## src/rtl/osc_net_pkg.sv

```systemverilog
// Shared types and helpers for the lateral inhibition controller.
package osc_net_pkg;

  typedef enum logic [1:0] {
    IDLE    = 2'd0,
    INHIBIT = 2'd1,
    HOLDOFF = 2'd2
  } li_state_e;

  // Width of an index into n entries (at least one bit).
  function automatic int idx_w(input int n);
    return (n > 1) ? $clog2(n) : 1;
  endfunction

endpackage

```

## src/rtl/spike_arbiter.sv

```systemverilog
// Combinational winner select over a vector of spike rises.
// Default: lowest set index wins.
// ROUND_ROBIN_EN: search starts at rr_ptr, ascending with wrap.
module spike_arbiter
  import osc_net_pkg::*;
#(
  parameter int N = 4
) (
  input  logic [N-1:0]         rise_vec,
  input  logic [idx_w(N)-1:0]  rr_ptr,
  output logic [idx_w(N)-1:0]  grant_idx,
  output logic                 grant_any
);

  localparam int IW = idx_w(N);

`ifdef ROUND_ROBIN_EN
  logic [2*N-1:0] dbl;
  logic [N-1:0]   rot;
  logic [IW:0]    sum;

  // rotate so rr_ptr lands at bit 0, take lowest set bit, then undo the rotation mod N
  always_comb begin
    dbl       = {rise_vec, rise_vec} >> rr_ptr;
    rot       = dbl[N-1:0];
    sum       = '0;
    grant_idx = '0;
    grant_any = |rise_vec;
    for (int i = N - 1; i >= 0; i--) begin
      if (rot[i]) sum = {1'b0, IW'(i)} + {1'b0, rr_ptr};
    end
    if (sum >= (IW+1)'(N)) sum = sum - (IW+1)'(N);
    grant_idx = sum[IW-1:0];
  end
`else
  logic unused_rr_ptr;
  assign unused_rr_ptr = ^rr_ptr;

  // fixed priority: scan downward so the lowest set index is written last
  always_comb begin
    grant_idx = '0;
    grant_any = |rise_vec;
    for (int i = N - 1; i >= 0; i--) begin
      if (rise_vec[i]) grant_idx = IW'(i);
    end
  end
`endif

endmodule

```

## src/rtl/lateral_inhibit_ctrl.sv

```systemverilog
// Winner-take-all lateral inhibition for N spiking neurons.
// Edge-detects spikes, picks one winner per event, inhibits the losers for
// INH_LEN cycles, then ignores spikes for HOLD_LEN cycles. Keeps saturating
// per-neuron win counters for readout.
// Optional macro ROUND_ROBIN_EN selects rotating-priority arbitration.
module lateral_inhibit_ctrl
  import osc_net_pkg::*;
#(
  parameter int N        = 4,
  parameter int INH_LEN  = 3,
  parameter int HOLD_LEN = 2,
  parameter int CNT_W    = 8
) (
  input  logic                 clk,
  input  logic                 rst_n,
  input  logic                 ena,
  input  logic [N-1:0]         spike_in,
  input  logic                 cnt_clr,
  input  logic [idx_w(N)-1:0]  cnt_sel,
  output logic [N-1:0]         inhibit_out,
  output logic [idx_w(N)-1:0]  winner_idx,
  output logic                 winner_valid,
  output logic [CNT_W-1:0]     win_cnt_out
);

  localparam int IW        = idx_w(N);
  localparam int PMAX      = (INH_LEN > HOLD_LEN) ? INH_LEN : HOLD_LEN;
  localparam int PW        = $clog2(PMAX + 1);
  localparam int HOLD_M1   = (HOLD_LEN > 0) ? HOLD_LEN - 1 : 0;
  localparam logic [PW-1:0] INH_INIT  = PW'(INH_LEN - 1);
  localparam logic [PW-1:0] HOLD_INIT = PW'(HOLD_M1);

  logic [N-1:0]             spike_q, spike_q2, rise;
  li_state_e                state, state_n;
  logic [PW-1:0]            phase, phase_n;
  logic [N-1:0]             inh_n;
  logic [IW-1:0]            widx_n;
  logic                     wvld_n;
  logic                     sel;
  logic [IW-1:0]            grant_idx, rr_ptr;
  logic                     grant_any;
  logic [N-1:0][CNT_W-1:0]  win_cnt;

  assign rise = spike_q & ~spike_q2;

  spike_arbiter #(.N(N)) u_arb (
    .rise_vec  (rise),
    .rr_ptr    (rr_ptr),
    .grant_idx (grant_idx),
    .grant_any (grant_any)
  );

  // next-state and next-output decode; rises outside IDLE are simply dropped
  always_comb begin
    state_n = state;
    phase_n = phase;
    inh_n   = inhibit_out;
    widx_n  = winner_idx;
    wvld_n  = 1'b0;
    sel     = 1'b0;
    case (state)
      IDLE: begin
        if (grant_any) begin
          sel     = 1'b1;
          widx_n  = grant_idx;
          wvld_n  = 1'b1;
          inh_n   = ~(N'(1) << grant_idx);
          phase_n = INH_INIT;
          state_n = INHIBIT;
        end
      end
      INHIBIT: begin
        if (phase == '0) begin
          inh_n = '0;
          if (HOLD_LEN == 0) begin
            state_n = IDLE;
          end else begin
            state_n = HOLDOFF;
            phase_n = HOLD_INIT;
          end
        end else begin
          phase_n = phase - 1'b1;
        end
      end
      HOLDOFF: begin
        if (phase == '0) state_n = IDLE;
        else             phase_n = phase - 1'b1;
      end
      default: state_n = IDLE;
    endcase
  end

  // state, edge-detect and output registers; ena freezes everything but reset
  always_ff @(posedge clk) begin
    if (!rst_n) begin
      spike_q      <= '0;
      spike_q2     <= '0;
      state        <= IDLE;
      phase        <= '0;
      inhibit_out  <= '0;
      winner_idx   <= '0;
      winner_valid <= 1'b0;
    end else if (ena) begin
      spike_q      <= spike_in;
      spike_q2     <= spike_q;
      state        <= state_n;
      phase        <= phase_n;
      inhibit_out  <= inh_n;
      winner_idx   <= widx_n;
      winner_valid <= wvld_n;
    end
  end

`ifdef ROUND_ROBIN_EN
  // rotate priority to just past the last winner
  always_ff @(posedge clk) begin
    if (!rst_n) begin
      rr_ptr <= '0;
    end else if (ena && sel) begin
      rr_ptr <= (grant_idx == IW'(N - 1)) ? '0 : grant_idx + 1'b1;
    end
  end
`else
  assign rr_ptr = '0;
`endif

  // saturating win counters; clear wins over a same-cycle increment
  always_ff @(posedge clk) begin
    if (!rst_n) begin
      win_cnt <= '0;
    end else if (ena) begin
      if (cnt_clr) begin
        win_cnt <= '0;
      end else if (sel && !(&win_cnt[grant_idx])) begin
        win_cnt[grant_idx] <= win_cnt[grant_idx] + 1'b1;
      end
    end
  end

  assign win_cnt_out = win_cnt[cnt_sel];

endmodule

```

## config.mk

```make
export PLATFORM = sky130hd
export DESIGN_NAME = lateral_inhibit_ctrl
export DESIGN_NICKNAME = d
export VERILOG_FILES = /design/src/rtl/osc_net_pkg.sv /design/src/rtl/spike_arbiter.sv /design/src/rtl/lateral_inhibit_ctrl.sv
export SDC_FILE = /design/constraint.sdc
export NUM_CORES = 1
export LEC_CHECK = 0
export CAP_MARGIN = 20
export CORE_MARGIN = 1.5
export CORE_UTILIZATION = 44
export CTS_CLUSTER_SIZE = 25
export DETAILED_ROUTE_END_ITERATION = 8
export GPL_ROUTABILITY_DRIVEN = 0
export GPL_TIMING_DRIVEN = 0
export PLACE_DENSITY = 0.66
export SLEW_MARGIN = 20
export SYNTH_ARGS = -nofsm -noshare
export SYNTH_HDL_FRONTEND = slang
export SYNTH_SLANG_ARGS = --single-unit
```

## constraint.sdc

```tcl
create_clock -name clk -period 6.1 [get_ports clk]
set_input_delay 1.22 -clock clk [delete_from_list [all_inputs] [get_ports clk]]
set_output_delay 1.22 -clock clk [all_outputs]
set_load 0.01 [all_outputs]
```

; ---- After elaboration in Yosys (flattened, before gate mapping)
; Index checks and enable logic that the tools add are counted.
[totals]
register_bits = 51
inputBits = 10
elab_cells = 67
[op_classes]
addsub = 2
n_lt_le_gt_ge = 3
eq_ne = 6
shifts = 1
muxes = 26
bitwise_logic = 3
reduce_logical = 15
[op_table]
columns = op, n
row1 = $mux 32, 2
row2 = $bmux 8 s2, 2
row3 = $bwmux 32, 1
row4 = $mux 8, 3
row5 = $mux 2, 10
row6 = $demux 8 s2, 1
row7 = $pmux 2 s3, 2
row8 = $reduce_and 4->1, 3
row9 = $add 8x1->8 const B, 1
row10 = $mux 4, 2
row11 = $ne 2x2->1 const B, 4
row12 = $not 4->4, 2
row13 = $pmux 4 s2, 1
row14 = $reduce_and 8->1, 1
row15 = $lt 2x3->1 const B, 2
row16 = $and 4x4->4, 1
row17 = $logic_not 2->1, 2
row18 = $reduce_bool 2->1, 2
row19 = $reduce_or 4->1, 1
row20 = $shl 1x2->4 const A, 1
row21 = $reduce_and 3->1, 1
row22 = $reduce_bool 3->1, 1
row23 = $eq 2x1->1 const B, 1
row24 = $eq 2x2->1 const B, 1
row25 = 6 further kinds, 8

; ---- Logic depth before layout (Yosys ltp)
[logic_depth]
word_depth = 13
ltp_mapped = 13
depth_no_buf = 10

; ---- Hierarchy
; From an unflattened synthesis, not the netlist that was laid out.
[unflattened]
hier_cells = 275
area_unflattened_um2 = 2758.9
[modules_own_cells]
columns = mod, instances, cells_per_inst, area_per_inst_um2, seq_area_each_um2
row1 = lateral_inhibit_ctrl, 1, 268, 2723.9, 1021.0
row2 = spike_arbiter, 1, 7, 35.0, 0.0

; ---- Worst setup path before layout
; OpenSTA, ideal clock, no wires.
[synth_path]
path_kind = input-to-output
startpoint = input cnt_sel[1]
endpoint = output win_cnt_out[0]
arrival_ns = 2.212
t_required_ns = 4.880
setup_slack_ns = 2.668
path_stages = 2
path_buffers = 1
path_cell_list = clkbuf_1 -> mux4_2
[synth_via]
elab_chain_len = 2
[synth_rtl]
columns = item, line
row1 = start: declaration, lateral_inhibit_ctrl.sv:19  ; input logic [idx_w(N)-1:0] cnt_sel,
row2 = $bmux 8 s2, lateral_inhibit_ctrl.sv:140  ; assign win_cnt_out = win_cnt[cnt_sel];
row3 = $mux 8 (implied by the code), lateral_inhibit_ctrl.sv:140
row4 = end: declaration, lateral_inhibit_ctrl.sv:23  ; output logic [CNT_W-1:0] win_cnt_out
; Every way passes these cells. The select of a mux whose other input is x is not followed.

; ---- Worst setup path after layout
; Same ends and word-level chain as after synthesis.

==> results.cfg <==
[placement]
post-place-ws_ps = 1960
hpwlAfterDp_microns = 5130
io_buffer_count = 22
place_inst = 386

[synth]
ys_ff_latch = 51
synth_edf_count = 0
synth.avg_cell_area_sq_um = 9.74
async_flop_share_pct = 0
netlist_top_cells_area = dfxtp_1, mux4_2, o2bb2ai_1, mux2i_1, ha_1
yosysSeqAreaShare_pct = 36.3
synth_area_sq_mm = 0.00281
synth_top_area_share_pct = 36.3
yosys_warnings = 0
synthesis.nets = 306
yosysTopAreaCell = dfxtp_1
synthCells = 289
synth_ff_type = dfxtp_1
synth_cell_types = 57

[finish]
diodes = 0
fin_cells = 394
final_common_cell = dfxtp_1
n_fill_cell = 568
layout_common_cells = dfxtp_1, clkdlybuf4s50_1, o2bb2ai_1
nNetsFinal = 335
drive_gt1_share_pct = 12.2
area_growth_pct = 14.7

[floorplanning]
fp.dieH_microns = 83.0
die_w_microns = 83.0
fp.dieArea_sq_mm = 0.00688
core_area_sq_mm = 0.00606
io_pins = 25
rows = 28
start_util_pct = 46.4

[routing]
drc = 0
ant_nets = 0
dr.pass1.iters = 5
via_per_inst = 6.19
wirelength_microns = 7330
num_vias = 2440
wl_per_cell_microns = 18.6
drt_iter0_drc = 191

[setup_path]
crit_chain = clkbuf_1, mux4_2, clkdlybuf4s50_1
critPathMaxStageDelay_ps = 610
r2r-start = spike_q2[1]$_SDFFE_PN0P_
startpoint_type = primary input
crit_type = in -> out
cp-end-kind = output port
cp.arrival_ps = 2870
cp_max_fo = 8
cp.required_ps = 4880
setup.worst_path.start = cnt_sel[1]
crit_path_top_delay_cell = mux4_2

[timing]
skew_ps = 5.78
relSlewSlack_pct = 26.1
setup_viol = 0
period_minus_slack_ps = 4090
fin_setup_tns_ps = 0
layout_setup_ws_ps = 2010
timing_hold_violations_final = 0
min_period_over_period_pct = 67.0
fmax_mhz = 245
finalMaxSlewViolations = 0
rsz0062_at_grt = no
max_slew.worst_pin.slew_ps = 1100

[pwr]
ir_drop_v = 0.000117
power_density_mw_per_mm2 = 221
leakagePower_uw = 0.00118

[cts]
post_cts_resized = 0
cts_buffers = 5
clkSinkCount = 51
cts_tree = built
cts_setup_buffers = 0
clockBufferDepth = 2
htree_levels = 2
cts_hold_buf = 0
clk_pin_slew_ps = 90
root_buffer = clkbuf_8
clock_latency_ps = 310

[global_routing]
grt_pass1_vias = 2320
grt_max_degree = 15
grtUsageTotal_pct = 21.7
grt_pass1_wl_microns = 12100
antenna_found_initial = 0
overflow = 0

[run_status]
outcome = complete, no violations

[worst_hold_path]
hold_start = inhibit_out[1]$_SDFFE_PN0P_
hold_path_class = reg -> reg

[job]
drv_cap = 0
registers in the layout (all words and copies together), names as in the netlist:
register      flops
winner_idx        2
spike_q2          4
spike_q           4
phase             2
inhibit_out       4
state             2
win_cnt          32
winner_valid      1
per-stage QoR:
stage / utilization, % / hold WS [ps] / instance area [sq um] / power [uW]
after floorplan: - / 442 / 2810 / 455
after global placement: 51.6 / 451 / 3130 / 500
after detailed placement: 51.6 / 464 / 3130 / 501
after CTS: 53.3 / 476 / 3230 / 714
after global routing: 53.3 / 491 / 3230 / 742
final: 53.3 / 469 / 3230 / 712
logic make-up after synthesis:
family / synth area share (%)
compound gates: 23.9
flops: 36.3
fa+ha+maj: 3.11
simple gates: 20.0
buf+inv: 5.20
mux: 10.0
xor+xnor: 1.56
report_power, final:
| group | switching, uW | total, uW | leakage [uW] | internal [uW] |
|---|---|---|---|---|
| combinational | 85.7 | 143 | 0.000715 | 57.4 |
| sequential | 8.42 | 352 | 0.000413 | 344 |
| clock | 113 | 217 | 0.0000515 | 104 |
| total | 207 | 712 | 0.00118 | 505 |
critical path: cells and delay by family:
kind,cells,cell delay [ps]
buffers and inverters,2,1030
multiplexers,1,610
Yosys cell counts, types with 5 or more instances:
cell type,count
o21ai_0,7
nand2b_1,5
mux4_2,8
dfxtp_1,51
nor2_1,16
or3_1,6
clkbuf_1,6
nand3_1,13
mux2i_1,9
a22o_1,7
a21oi_1,6
nand2_1,19
ha_1,7
buf_2,6
inv_1,15
nor2b_1,12
o2bb2ai_1,20
cell type report:
type | count | area, sq um | share of cell area, %
Buffer | 16 | 90.1 | 2.79
Inverter | 15 | 56.3 | 1.74
Clock buffer | 8 | 100 | 3.10
Timing Repair Buffer | 22 | 220 | 6.82
Multi-Input combinational cell | 207 | 1650 | 51.0
Tap cell | 75 | 93.8 | 2.91
Sequential cell | 51 | 1020 | 31.6
metal layers:
| metal | wire, microns | global-route usage [%] |
|---|---|---|
| met1 | 3490 | 32.5 |
| met5 | 0 | 0 |
| met4 | 121 | 7.58 |
| met2 | 3210 | 31.5 |
| met3 | 514 | 3.38 |
path summary, 6_finish.rpt:
path	endpoint	slack (ps)	depth (start not counted)
worst max-delay path	win_cnt_out[0]	2010	3
worst min-delay path	inhibit_out[1]$_SDFFE_PN0P_	470	2
worst max register to register	win_cnt[15]$_SDFFE_PN0P_	2650	11
worst min register to register	inhibit_out[1]$_SDFFE_PN0P_	470	2
Note: power is estimated with default switching activity, not from simulation.
